File: config.mk
export PLATFORM = sky130hd
export DESIGN_NAME = alu_op_sequencer
export DESIGN_NICKNAME = d
export VERILOG_FILES = /design/src/rtl/alu_op_sequencer.sv
export SDC_FILE = /design/constraint.sdc
export NUM_CORES = 1
export LEC_CHECK = 0
export ABC_AREA = 0
export CAP_MARGIN = 20
export CORE_MARGIN = 8
export CORE_UTILIZATION = 62
export DETAILED_ROUTE_END_ITERATION = 6
export DONT_BUFFER_PORTS = 1
export PLACE_DENSITY_LB_ADDON = 0.25
export RECOVER_POWER = 50
export SYNTH_ARGS = -nofsm -noshare
export SYNTH_HDL_FRONTEND = slang
export SYNTH_SLANG_ARGS = --single-unit
File: constraint.sdc
create_clock -name clk -period 2.4 [get_ports clk]
set_clock_uncertainty 0.05 [all_clocks]
set_input_delay 0.6 -clock clk [delete_from_list [all_inputs] [get_ports clk]]
set_output_delay 0.6 -clock clk [all_outputs]
set_load 0.02 [all_outputs]
File: src/rtl/alu_op_sequencer.sv
// alu_op_sequencer: accepts one ALU request at a time, holds the operands on the
// ALU for SETTLE cycles, captures the ALU outputs and presents them as a response.
// Op codes above MAX_OP skip the ALU and return an error response immediately.
module alu_op_sequencer #(
  parameter int unsigned SETTLE = 1,
  parameter int unsigned MAX_OP = 8
) (
  input  logic       clk,
  input  logic       rst_n,
  input  logic       req_valid,
  output logic       req_ready,
  input  logic [7:0] req_a,
  input  logic [7:0] req_b,
  input  logic [3:0] req_op,
  output logic [7:0] alu_a,
  output logic [7:0] alu_b,
  output logic [3:0] alu_fsel,
  input  logic [7:0] alu_result,
  input  logic [7:0] alu_mul_high,
  input  logic [3:0] alu_sreg,
  output logic       rsp_valid,
  input  logic       rsp_ready,
  output logic [7:0] rsp_result,
  output logic [7:0] rsp_mul_high,
  output logic [3:0] rsp_sreg,
  output logic       rsp_err,
  output logic [7:0] op_count
);

  localparam int unsigned DW  = 8;
  localparam int unsigned OPW = 4;
  localparam int unsigned SW  = 4;
  localparam int unsigned CW  = 4;
  localparam logic [CW-1:0] SETTLE_LD = CW'(SETTLE - 1);

  typedef enum logic [1:0] {
    S_IDLE = 2'd0,
    S_EXEC = 2'd1,
    S_RESP = 2'd2
  } state_t;

  state_t          state;
  state_t          state_nxt;
  logic [CW-1:0]   cnt;
  logic [CW-1:0]   cnt_nxt;
  logic            req_ready_nxt;
  logic            rsp_valid_nxt;
  logic [DW-1:0]   alu_a_nxt;
  logic [DW-1:0]   alu_b_nxt;
  logic [OPW-1:0]  alu_fsel_nxt;
  logic [DW-1:0]   rsp_result_nxt;
  logic [DW-1:0]   rsp_mul_high_nxt;
  logic [SW-1:0]   rsp_sreg_nxt;
  logic            rsp_err_nxt;
  logic [DW-1:0]   op_count_nxt;

  logic accept_c;
  logic op_legal_c;
  logic settled_c;

  assign accept_c   = req_valid && req_ready;
  assign op_legal_c = (32'(req_op) <= MAX_OP);
  assign settled_c  = (cnt == CW'(0));

  // State and output registers
  always_ff @(posedge clk or negedge rst_n) begin
    if (!rst_n) begin
      state        <= S_IDLE;
      cnt          <= '0;
      req_ready    <= 1'b1;
      rsp_valid    <= 1'b0;
      alu_a        <= '0;
      alu_b        <= '0;
      alu_fsel     <= '0;
      rsp_result   <= '0;
      rsp_mul_high <= '0;
      rsp_sreg     <= '0;
      rsp_err      <= 1'b0;
      op_count     <= '0;
    end else begin
      state        <= state_nxt;
      cnt          <= cnt_nxt;
      req_ready    <= req_ready_nxt;
      rsp_valid    <= rsp_valid_nxt;
      alu_a        <= alu_a_nxt;
      alu_b        <= alu_b_nxt;
      alu_fsel     <= alu_fsel_nxt;
      rsp_result   <= rsp_result_nxt;
      rsp_mul_high <= rsp_mul_high_nxt;
      rsp_sreg     <= rsp_sreg_nxt;
      rsp_err      <= rsp_err_nxt;
      op_count     <= op_count_nxt;
    end
  end

  // Next-state decode
  always_comb begin
    state_nxt = state;
    case (state)
      S_IDLE: begin
        if (accept_c) begin
          state_nxt = op_legal_c ? S_EXEC : S_RESP;
        end
      end
      S_EXEC: begin
        if (settled_c) begin
          state_nxt = S_RESP;
        end
      end
      S_RESP: begin
        if (rsp_ready) begin
          state_nxt = S_IDLE;
        end
      end
      default: state_nxt = S_IDLE;
    endcase
  end

  // Next values of the registered outputs; handshake flags follow the next state
  always_comb begin
    cnt_nxt          = cnt;
    alu_a_nxt        = alu_a;
    alu_b_nxt        = alu_b;
    alu_fsel_nxt     = alu_fsel;
    rsp_result_nxt   = rsp_result;
    rsp_mul_high_nxt = rsp_mul_high;
    rsp_sreg_nxt     = rsp_sreg;
    rsp_err_nxt      = rsp_err;
    op_count_nxt     = op_count;
    req_ready_nxt    = (state_nxt == S_IDLE);
    rsp_valid_nxt    = (state_nxt == S_RESP);
    case (state)
      S_IDLE: begin
        if (accept_c) begin
          alu_a_nxt = req_a;
          alu_b_nxt = req_b;
          if (op_legal_c) begin
            alu_fsel_nxt = req_op;
            cnt_nxt      = SETTLE_LD;
          end else begin
            // Illegal code never reaches the ALU; answer with a zeroed error response
            alu_fsel_nxt     = '0;
            rsp_result_nxt   = '0;
            rsp_mul_high_nxt = '0;
            rsp_sreg_nxt     = '0;
            rsp_err_nxt      = 1'b1;
          end
        end
      end
      S_EXEC: begin
        if (settled_c) begin
          rsp_result_nxt   = alu_result;
          rsp_mul_high_nxt = alu_mul_high;
          rsp_sreg_nxt     = alu_sreg;
          rsp_err_nxt      = 1'b0;
        end else begin
          cnt_nxt = cnt - CW'(1);
        end
      end
      S_RESP: begin
        if (rsp_ready) begin
          op_count_nxt = op_count + DW'(1);
        end
      end
      default: begin
        cnt_nxt = '0;
      end
    endcase
  end

endmodule
Word-level counts from Yosys, hierarchy flattened
Index checks and enable logic that the tools add are counted.
{"block": "word_totals", "reg_bits": 57, "in_bits": 44, "out_inout_bits": 51, "word_cells": 57}
{"block": "op_classes", "n_addsub": 2, "order_cmp": 1, "eq_ne": 8, "n_mux": 24, "n_bitwise": 1, "reduce_logical": 9}
{"cell": "$mux 8", "count": 4}
{"cell": "$pmux 8 s2", "count": 2}
{"cell": "$mux 4", "count": 7}
{"cell": "$pmux 4 s3", "count": 1}
{"cell": "$ne 2x2->1 const B", "count": 5}
{"cell": "$add 8x1->8 const B", "count": 1}
{"cell": "$mux 2", "count": 4}
{"cell": "$pmux 4 s2", "count": 1}
{"cell": "$reduce_and 4->1", "count": 2}
{"cell": "$pmux 2 s3", "count": 1}
{"cell": "$eq 2x2->1 const B", "count": 2}
{"cell": "$le 4x4->1 const B", "count": 1}
{"cell": "$logic_not 2->1", "count": 2}
{"cell": "$logic_not 4->1", "count": 1}
{"cell": "$reduce_and 2->1", "count": 2}
{"cell": "$sub 4x1->4 const B", "count": 1}
{"cell": "$mux 1", "count": 3}
{"cell": "$eq 2x1->1 const B", "count": 1}
{"cell": "$pmux 1 s2", "count": 1}
{"cell": "$reduce_bool 2->1", "count": 1}
{"cell": "$logic_and 1x1->1", "count": 1}
{"cell": "$not 1->1", "count": 1}

Logic depth before layout (Yosys ltp)
Gate-level depths: netlist of the first run.
{"block": "logic_depth", "ltp_word": 5, "ltp_mapped": 7, "mapped_depth_nobuf": 6}

Worst setup path after synthesis of the first run
Ideal clock, no wire load.
{"block": "synth_timing", "path_type": "input to register", "from": "input req_op[0]", "to": "register cnt[2]", "setup_time_ns": 0.119, "arrival_time_ns": 1.572, "t_required_ns": 2.231, "setup_slack_ns": 0.660, "path_stages": 4, "path_buffers": 0, "cell_sequence": "o31a_1 o31ai_1 o21ai_0 a21o_2"}
{"block": "synth_via", "elab_chain_cells": 3}
{"item": "from (decl)", "line": "14", "source": "input logic [3:0] req_op,"}
{"item": "$le 4x4->1", "line": "62", "source": "assign op_legal_c = (32'(req_op) <= MAX_OP);"}
{"item": "$ne 2x2->1 (no line)"}
{"item": "$reduce_and 4->1 (no line)"}
{"item": "to (signal assigned)", "line": "82", "source": "cnt <= cnt_nxt;"}
{"item": "to (decl)", "line": "44", "source": "logic [CW-1:0] cnt;"}
Every way passes these cells.
A chain may end at the register's enable or synchronous reset.

Final worst setup path of the first run
{"block": "layout_timing", "from": "register cnt[0]", "to": "register rsp_mul_high[5]"}
{"block": "layout_via", "elab_chain_cells": 3}
{"item": "$logic_not 4->1", "line": "63", "source": "assign settled_c = (cnt == CW'(0));"}
{"item": "$ne 2x2->1 (no line)"}
{"item": "$reduce_and 4->1 (no line)"}
{"item": "to (signal assigned)", "line": "89", "source": "rsp_mul_high <= rsp_mul_high_nxt;"}
{"item": "to (decl)", "line": "24", "source": "output logic [7:0] rsp_mul_high,"}
Every way passes these cells.

==> qor.csv, run 1 <==
stage,metric,value,unit
run_status,status,completed,
floorplanning,die-height,79.5,um
grt,busiest_layer,met2,
synthesis,synthSimpleGateAreaFrac,0.209,
cts,ctsResizeCount,0,
cts,clock_path_buffers,2,
timing,final.period_utilization,0.806,
floorplanning,start_util,0.635,
floorplanning,die_area,6330,um^2
timing,slew_viol_final,0,
placement,port_buffers,0,
cts,clkLatencyLatePin,0.33,ns
grt,antenna_found_initial,0,
cts,tritoncts,yes,
final_layout,final_cell_mix,"nand2_1 (80), dfrtp_1 (56), inv_1 (24), mux2i_1 (20), clkbuf_8 (10)",
drt,drc,0,
timing,fin_hold_ws,0.0621,ns
grt,grt_use_total,0.174,
placement,placedCellCount,291,
synthesis,synth_top_family_by_area,simple AND/OR/NAND/NOR gates,
cts,path_clk_slew,0.06,ns
final_layout,syn2layout_area_growth,9.90,%
cts,h-tree-depth,3,
final_layout,nets,300,
worst_setup_path,path_buf_inv,2,
cts,cts.sinks,57,
drt,first_pass_iters,4,
timing,maxSlewHeadroom,0.100,
timing,hold_viol_final,0,
cts,postCtsSetupRepairBufs,0,
grt,grt_util_met3,0.0788,
grt,grt_pass1_wl,8.53,mm
grt,first_global_vias,1795,
floorplanning,fp.dieW,79.5,um
worst_setup_path,critPathSlowestCell,or3b_4,
grt,use_met1,0.190,
grt,use_met2,0.275,
pwr,p_per_area,1510,nW/um^2
synthesis,yosysTopAreaCell,dfrtp_1,
synthesis,synthCells,245,
drt,drt_iter0_markers,97,
synthesis,syn-num-nets,292,
synthesis,synth-seq-cells,57,
synthesis,synth.distinct_cells,38,
floorplanning,core.rowCount,23,
synthesis,synth-compound-area-share,0.0425,
drt,antenna_left,0,
worst_setup_path,endpoint_kind,flip-flop,
timing,fmax,517,MHz
synthesis,ys.flop_type,dfrtp_1,
synthesis,yosysTopAreaCellShare,0.560,
final_layout,final_cells,308,
timing,tightestPinTransition,1.35,ns
hold_path,hold_path_class,in -> async,
placement,gp_congestion,0.781,
worst_setup_path,crit_required,2.55,ns
synthesis,synth_edf_count,0,
worst_setup_path,path_class,reg -> reg,
worst_setup_path,crit_family,simple AND/OR/NAND/NOR gates,
final_layout,layout-drive-gt1-share,0.112,
floorplanning,boundaryPins,95,
final_layout,antennaDiodeCount,0,
synthesis,synth_fa_ha_area_frac,0.0150,
floorplanning,core,3940,um^2
synthesis,async_flop_share,1.00,
timing,rsz0062_at_grt,false,
worst_setup_path,cp_max_fo,20,
synthesis,yosysWarnings,0,
worst_setup_path,critical_path.max_stage_delay,0.43,ns
pwr,p_leak,0.00142,uW
timing,period_needed,1.93,ns
grt,grt_max_degree,57,
cts,clockRootBuffer,clkbuf_8,
placement,dp_hpwl,3.75,mm
final_layout,final_common_cell,nand2_1,
synthesis,yosysSeqAreaShare,0.571,
worst_setup_path,path_cells,"inv_1, ha_1, or3b_4, nor2_8, o32ai_4, buf_4, mux2i_1",
synthesis,muxShareOfSynthArea,0.0800,
synthesis,avgSynthCellArea,10.2,um^2
worst_setup_path,cp.arrival,2.09,ns
synthesis,ys_top_cells_by_area,"dfrtp_1 (56%), nand2_1 (12%), mux2i_1 (8.0%)",
grt,overflow,0,
synthesis,synth-xor-area-share,0.0245,
worst_setup_path,start_kind,flip-flop,
timing,tns,0,ns
cts,numCtsBuffers,9,
synthesis,synth_area,2500,um^2
drt,routed-via-count,1658,
pwr,irDropWorstVdd,982,uV
drt,wl_per_cell,16.8,um
drt,avgViaCountPerCell,5.38,
timing,setup_viol,0,
drt,drt-total-wl,5.18,mm
job,max_cap_viol_count,0,
## synth_stat cells, types with 2 or more instances
library cell,number
o21ai_1,2
nor3_1,2
clkbuf_1,4
nand4_1,2
o21ai_0,2
nor3b_1,2
nor4_1,2
and3_1,2
mux2i_1,20
buf_4,2
a211o_2,2
nand2_1,80
inv_1,24
a21oi_1,2
xnor2_1,6
ha_1,3
nand3b_1,4
buf_6,2
dfrtp_1,56
nor2_1,4
nand3_1,5
## cell type report
cell class	instances	area (um^2)
Clock buffer	13	149
Clock inverter	3	40.0
Fill cell	308	1190
Inverter	24	90.1
Multi-Input combinational cell	155	938
Sequential cell	57	1430
Tap cell	50	62.6
Timing Repair Buffer	6	42.5
## routing by layer
metal  vias to the layer above  wire (um)
met5                         -          0
li1                        803          -
met1                       788       2060
met4                         0        121
met2                        58       2460
met3                         9        530
## power by group
group | leakage (uW) | internal (uW) | total [uW] | switching [uW]
sequential | 0.000746 | 1370 | 2180 | 807
clock | 0.0000974 | 505 | 860 | 355
combinational | 0.000579 | 493 | 1120 | 623
total | 0.00142 | 2370 | 4150 | 1780
## kinds of logic (layout without fill, tap and decap cells)
kind of cell               after synthesis  after routing
xor gates and xnor gates                 7              7
AOI/OAI and AO/OA                       14             14
buffers and inverters                   33             46
and+or+nand+nor                        111            111
DFF                                     57             57
muxes                                   20             20
adders and majority gates                3              3
## registers in the layout, summed over array words and instances, names as in the netlist, 2 cells and up
| signal | flops |
|---|---|
| cnt | 4 |
| alu_fsel | 4 |
| state | 2 |
| rsp_sreg | 4 |
| op_count | 8 |
| alu_a | 8 |
| alu_b | 8 |
| rsp_mul_high | 8 |
| rsp_result | 8 |
## per-stage QoR
stage               worst slack (ns)  total power (uW)  area, um^2   util
floorplan                      0.660              3030        2500      -
global placement               0.502              3270        2560  0.648
detailed placement             0.447              3320        2560  0.648
CTS                            0.463              4200        2770  0.703
global route                   0.349              4430        2750  0.698
finish                         0.466              4150        2750  0.698
## path summary, 6_finish.rpt
| check | start | end | slack [ns] | cells past startpoint |
|---|---|---|---|---|
| setup / recovery | cnt[0] | rsp_mul_high[5] | 0.47 | 7 |
| hold / removal | rst_n | req_ready | 0.06 | 0 |
| setup reg to reg | cnt[0] | rsp_mul_high[5] | 0.47 | 7 |
| hold reg to reg | cnt[2] | cnt[2] | 0.53 | 1 |
| max in group asynchronous | rst_n | rsp_sreg[2] | 0.97 | 1 |
| min in group clk | req_a[0] | alu_a[0] | 0.32 | 2 |
## repair_timing
item / CTS / global route
endpoints found under the hold margin: 56 / 0
endpoints found under the setup margin: 0 / 0
hold buffers: 1 / 0
Note: power is estimated with default switching activity, not from simulation.
==> inputs of run 2 (changes only) <==
==> constraint.sdc (replaced) <==
create_clock -name clk -period 1.85 [get_ports clk]
set_clock_uncertainty 0.05 [all_clocks]
set_input_delay 0.4625 -clock clk [delete_from_list [all_inputs] [get_ports clk]]
set_output_delay 0.4625 -clock clk [all_outputs]
set_load 0.02 [all_outputs]
==> qor.csv, run 2 (synthesis results as in run 1) <==
stage,metric,value,unit,change
run_status,status,completed,,
grt,grt_use_total,0.183,,+0.00851
cts,clock_path_buffers,2,,unchanged
timing,hold_viol_final,0,,unchanged
timing,slew_viol_final,0,,unchanged
timing,fmax,541,MHz,+4.6%
worst_setup_path,endpoint_kind,flip-flop,,
drt,drt-total-wl,5.81,mm,+12%
cts,clockRootBuffer,clkbuf_8,,
worst_setup_path,critical_path.max_stage_delay,0.43,ns,about the same
timing,rsz0062_at_grt,true,,
grt,first_global_vias,1769,,-1.4%
pwr,p_leak,0.00152,uW,+6.6%
timing,fin_hold_ws,0.187,ns,+0.125 ns
worst_setup_path,path_cells,"inv_2, ha_1, or3b_4, nor2_8, o32ai_4, clkbuf_16, mux2i_1",,
cts,tritoncts,yes,,
job,max_cap_viol_count,0,,unchanged
floorplanning,core,3940,um^2,unchanged
worst_setup_path,path_buf_inv,2,,unchanged
pwr,p_per_area,2020,nW/um^2,+34%
floorplanning,die_area,6330,um^2,unchanged
timing,tns,0,ns,unchanged
placement,port_buffers,0,,unchanged
final_layout,final_common_cell,nand2_1,,
drt,drt_iter0_markers,78,,-20%
floorplanning,fp.dieW,79.5,um,unchanged
worst_setup_path,crit_required,2.04,ns,-0.51 ns
timing,tightestPinTransition,0.741,ns,-0.609 ns
drt,drc,0,,unchanged
grt,grt_max_degree,58,,+1.8%
cts,clkLatencyLatePin,0.33,ns,about the same
grt,grt_pass1_wl,8.95,mm,+4.9%
placement,gp_congestion,0.792,,+1.4%
hold_path,hold_path_class,in -> reg,,
final_layout,fillers,271,,-12%
cts,h-tree-depth,3,,unchanged
timing,setup_viol,0,,unchanged
cts,cts.sinks,57,,unchanged
floorplanning,boundaryPins,95,,unchanged
timing,maxSlewHeadroom,0.506,,+0.406
grt,overflow,0,,unchanged
worst_setup_path,start_kind,flip-flop,,
timing,final.period_utilization,1.00,,+0.194
pwr,total_power,5950,uW,+43%
worst_setup_path,cp_max_fo,5,,-75%
drt,routed-via-count,1736,,+4.7%
cts,numCtsBuffers,9,,unchanged
final_layout,layout-drive-gt1-share,0.167,,+0.0549
drt,wl_per_cell,18.2,um,+8.2%
final_layout,nets,311,,+3.7%
final_layout,syn2layout_area_growth,17.7,%,
worst_setup_path,path_class,reg -> reg,,
grt,antenna_found_initial,0,,unchanged
cts,path_clk_slew,0.07,ns,about the same
floorplanning,start_util,0.635,,unchanged
drt,antenna_left,0,,unchanged
placement,dp_hpwl,3.92,mm,+4.6%
timing,period_needed,1.85,ns,-0.0844 ns
placement,placedCellCount,293,,+0.69%
worst_setup_path,critPathSlowestCell,or3b_4,,
pwr,irDropWorstVdd,1350,uV,+37%
final_layout,final_cell_mix,"nand2_1 (80), dfrtp_1 (56), inv_1 (22), mux2i_1 (19), clkbuf_8 (11)",,
final_layout,final_cells,319,,+3.6%
drt,avgViaCountPerCell,5.44,,+1.1%
floorplanning,core.rowCount,23,,unchanged
drt,first_pass_iters,4,,unchanged
worst_setup_path,cp.arrival,2.04,ns,-0.05 ns
worst_setup_path,crit_family,simple AND/OR/NAND/NOR gates,,
final_layout,antennaDiodeCount,0,,unchanged
floorplanning,die-height,79.5,um,unchanged
run 2: changes by cell type in the layout (fill, tap and decap cells not counted), sizes merged:
cell	delta
buf	+8
dlygate4sd3	+1
bufinv	+1
clkinvlp	+1
run 2: where the power goes:
part,switching (uW),total [uW],internal (uW)
combinational,936,1810,878
sequential,1050,2820,1770
clock,483,1310,827
total,2470,5950,3480
run 2: metal layers:
metal | track usage | wire [um] | share of wire | up-vias
met2 | 0.293 | 2980 | 0.51 | 53
met4 | 0.0889 | 74 | 0.013 | 0
met1 | 0.203 | 2230 | 0.38 | 851
li1 | - | - | - | 825
met5 | 0 | 0 | 0 | -
met3 | 0.0800 | 530 | 0.091 | 7
run 2: timing repair:
| action | in CTS | in global routing |
|---|---|---|
| buffers inserted | 0 | 5 |
| gates resized for setup | 0 | 3 |
| endpoints found under the hold margin | 57 | 57 |
| endpoints found under the setup margin | 0 | 18 |
run 2: path summary, 6_finish.rpt:
| path | start | to | slack (ns) | depth (start not counted) |
|---|---|---|---|---|
| min reg2reg | cnt[3] | cnt[3] | 0.53 | 2 |
| max reg2reg | cnt[0] | rsp_result[6] | 0.0002 | 7 |
| max in group asynchronous | rst_n | state[0] | 0.53 | 2 |
| max | cnt[0] | rsp_result[6] | 0.0002 | 7 |
| min | req_a[6] | alu_a[6] | 0.19 | 2 |
| min in group asynchronous | rst_n | alu_b[6] | 0.73 | 2 |
run 2: layout make-up:
type                    count  area (um^2)  area share
clock buffers              11          151      0.0514
clock inverters             5         77.6      0.0263
inverters                  24         90.1      0.0306
multi-input cells         155          942       0.320
flip-flops and latches     57         1430       0.485
well taps                  50         62.6      0.0212
repair buffers             17          194      0.0658
run 2: through the flow:
stage	util	cell area (um^2)	worst slack [ns]
2_1_floorplan	-	2500	0.181
3_3_place_gp	0.659	2600	0.0720
3_5_place_dp	0.659	2600	0.0495
4_1_cts	0.717	2830	0.0303
5_1_grt	0.747	2950	-0.0861
6_report	0.747	2950	0.000243
==> inputs of run 3 (changes only) <==
--- a/config.mk
+++ b/config.mk
@@ -11,6 +11,7 @@
 export CORE_UTILIZATION = 62
 export DETAILED_ROUTE_END_ITERATION = 6
 export DONT_BUFFER_PORTS = 1
+export GPL_TIMING_DRIVEN = 0
 export PLACE_DENSITY_LB_ADDON = 0.25
 export RECOVER_POWER = 50
 export SYNTH_ARGS = -nofsm -noshare
==> qor.csv, run 3 (synthesis results as in run 1) <==
stage,metric,value,unit,change
run_status,status,completed,,
worst_setup_path,critPathSlowestCell,or3b_4,,
worst_setup_path,regToRegStartpoint,cnt[0],,
pwr,p_sw,2350,uW,-5.0%
cts,clock_path_buffers,2,,unchanged
timing,tightestPinTransition,0.767,ns,+0.0260 ns
drt,antenna_left,0,,unchanged
final_layout,nets,305,,-1.9%
floorplanning,boundaryPins,95,,unchanged
pwr,total_power,5710,uW,-4.1%
final_layout,layout-drive-gt1-share,0.129,,-0.0380
cts,postCtsSetupRepairBufs,0,,unchanged
timing,maxSlewHeadroom,0.489,,-0.0173
worst_setup_path,cp_max_fo,10,,+5
drt,drt_iter0_markers,98,,+26%
floorplanning,core,3940,um^2,unchanged
worst_setup_path,r2r-end,rsp_sreg[3],,
timing,setup_viol,0,,unchanged
cts,path_clk_slew,0.06,ns,about the same
pwr,irDropWorstVdd,1150,uV,-15%
timing,final.period_utilization,0.965,,-0.0352
grt,first_global_vias,1681,,-5.0%
job,max_cap_viol_count,0,,unchanged
timing,finalWorstSetupSlack,0.0654,ns,+0.0652 ns
floorplanning,die-height,79.5,um,unchanged
timing,slew_viol_final,0,,unchanged
cts,cts.sinks,57,,unchanged
cts,clockRootBuffer,clkbuf_8,,
floorplanning,fp.dieW,79.5,um,unchanged
pwr,seqPwrFrac,0.490,,+0.015
worst_setup_path,reg2reg_depth,7,,unchanged
grt,antenna_found_initial,0,,unchanged
timing,hold_viol_final,0,,unchanged
grt,grt_max_degree,58,,unchanged
worst_setup_path,cp.arrival,1.94,ns,-0.10 ns
drt,wl_per_cell,16.8,um,-8.0%
worst_setup_path,critPathLaunch,cnt[0],,
final_layout,syn2layout_area_growth,13.0,%,
floorplanning,start_util,0.635,,unchanged
pwr,p_comb_frac,0.262,,-0.043
timing,period_needed,1.78,ns,-0.0652 ns
worst_setup_path,path_class,reg -> reg,,
worst_setup_path,start_kind,flip-flop,,
worst_setup_path,crit_required,2.00,ns,-0.04 ns
pwr,p_per_area,2020,nW/um^2,about the same
final_layout,antennaDiodeCount,0,,unchanged
worst_setup_path,worstSetupPathDepth,7,,unchanged
pwr,p_int,3360,uW,-3.4%
hold_path,hold_path_class,in -> reg,,
placement,port_buffers,0,,unchanged
grt,use_met2,0.242,,-0.0513
floorplanning,core.rowCount,23,,unchanged
placement,gp_congestion,0.753,,-4.8%
worst_setup_path,crit_end,rsp_sreg[3],,
cts,tritoncts,yes,,
cts,h-tree-depth,3,,unchanged
grt,busiest_layer,met2,,
grt,overflow,0,,unchanged
pwr,switching_share,0.411,,-0.00417
grt,grt_util_met3,0.0698,,-0.0101
worst_setup_path,critical_path.max_stage_delay,0.42,ns,about the same
drt,avgViaCountPerCell,5.35,,-1.7%
timing,fmax,560,MHz,+3.7%
final_layout,fillers,287,,+5.9%
timing,rsz0062_at_grt,true,,
drt,routed-via-count,1675,,-3.5%
placement,post-place-ws,0.0435,ns,-0.00604 ns
grt,use_met1,0.210,,+0.00695
grt,grt_use_total,0.167,,-0.0163
worst_setup_path,path_cells,"inv_2, ha_1, or3b_4, nor2_8, o32ai_2, buf_6, mux2i_1",,
cts,clkLatencyLatePin,0.32,ns,about the same
worst_setup_path,r2r_setup_slack,0.07,ns,+0.07 ns
drt,drt-total-wl,5.24,mm,-9.7%
worst_setup_path,endpoint_kind,flip-flop,,
placement,dp_hpwl,3.78,mm,-3.6%
floorplanning,die_area,6330,um^2,unchanged
drt,drc,0,,unchanged
grt,grt_pass1_wl,8.28,mm,-7.5%
drt,first_pass_iters,4,,unchanged
worst_setup_path,path_buf_inv,2,,unchanged
pwr,p_clk_frac,0.247,,+0.027
final_layout,final_cell_mix,"nand2_1 (80), dfrtp_1 (56), inv_1 (22), mux2i_1 (20), clkbuf_8 (10)",,
cts,numCtsBuffers,9,,unchanged
final_layout,final_common_cell,nand2_1,,
pwr,p_leak,0.00146,uW,-3.8%
worst_setup_path,crit_family,simple AND/OR/NAND/NOR gates,,
[run 3: cell types whose count changed in the layout (fill, tap and decap cells not counted), sizes merged]
cell / before / now
buf: 13 / 6
bufinv: 2 / 3
clkbuf: 14 / 15
clkinv: 2 / 1
[run 3: area by class of cell]
cell class | count | area (um^2) | share of cell area
multi-input combinational | 155 | 927 | 0.328
buffer | 9 | 58.8 | 0.0208
timing repair buffer | 2 | 17.5 | 0.00619
inverter | 24 | 90.1 | 0.0319
tap | 50 | 62.6 | 0.0221
clock buffer | 11 | 141 | 0.0500
clock inverter | 5 | 103 | 0.0363
sequential | 57 | 1430 | 0.505
[run 3: how the worst min path moves through the flow]
stage,slack (ns),start,endpoint,cells after the start
finish,0.19,req_a[6],alu_a[6],2
global route,0.18,req_a[7],alu_a[7],2
CTS,-0.23,rst_n,alu_fsel[2],0
detailed placement,0.12,rst_n,alu_b[2],0
global placement,0.12,rst_n,alu_b[2],0
floorplan,0.12,rst_n,alu_a[0],0
[run 3: what timing repair did]
item / 4_1_cts / 5_1_grt
endpoints found under the hold margin: 57 / 57
gates resized for setup: 0 / 5
setup endpoints to repair: 0 / 26
[run 3: worst reg2reg max path, stage by stage, from the launching register on]
cell     delay [ns]
dfrtp_1        0.41
inv_2          0.10
ha_1           0.13
or3b_4         0.42
nor2_8         0.12
o32ai_2        0.12
buf_6          0.19
mux2i_1        0.13
[run 3: power groups by stage]
stage,clock (uW),sequential [uW],combinational [uW]
finish,1410,2800,1500
global route,1490,2870,1690
CTS,1440,2810,1480
detailed placement,0,2830,1480
global placement,0,2820,1420
floorplan,0,2680,1240
[run 3: stage by stage]
| step | cell area (um^2) | TNS [ns] | std cells | hold WS (ns) | util |
|---|---|---|---|---|---|
| floorplan | 2500 | 0 | 245 | 0.117 | - |
| global placement | 2560 | 0 | 295 | 0.118 | 0.651 |
| detailed placement | 2560 | 0 | 295 | 0.118 | 0.651 |
| CTS | 2810 | 0 | 311 | -0.234 | 0.712 |
| global route | 2830 | -0.0945 | 313 | 0.177 | 0.717 |
| finish | 2830 | 0 | 313 | 0.188 | 0.717 |
[run 3: per-layer routing]
metal | wire (um) | part of all wire
met2 | 2420 | 0.46
met3 | 531 | 0.10
met5 | 0 | 0
met1 | 2210 | 0.42
met4 | 81 | 0.015
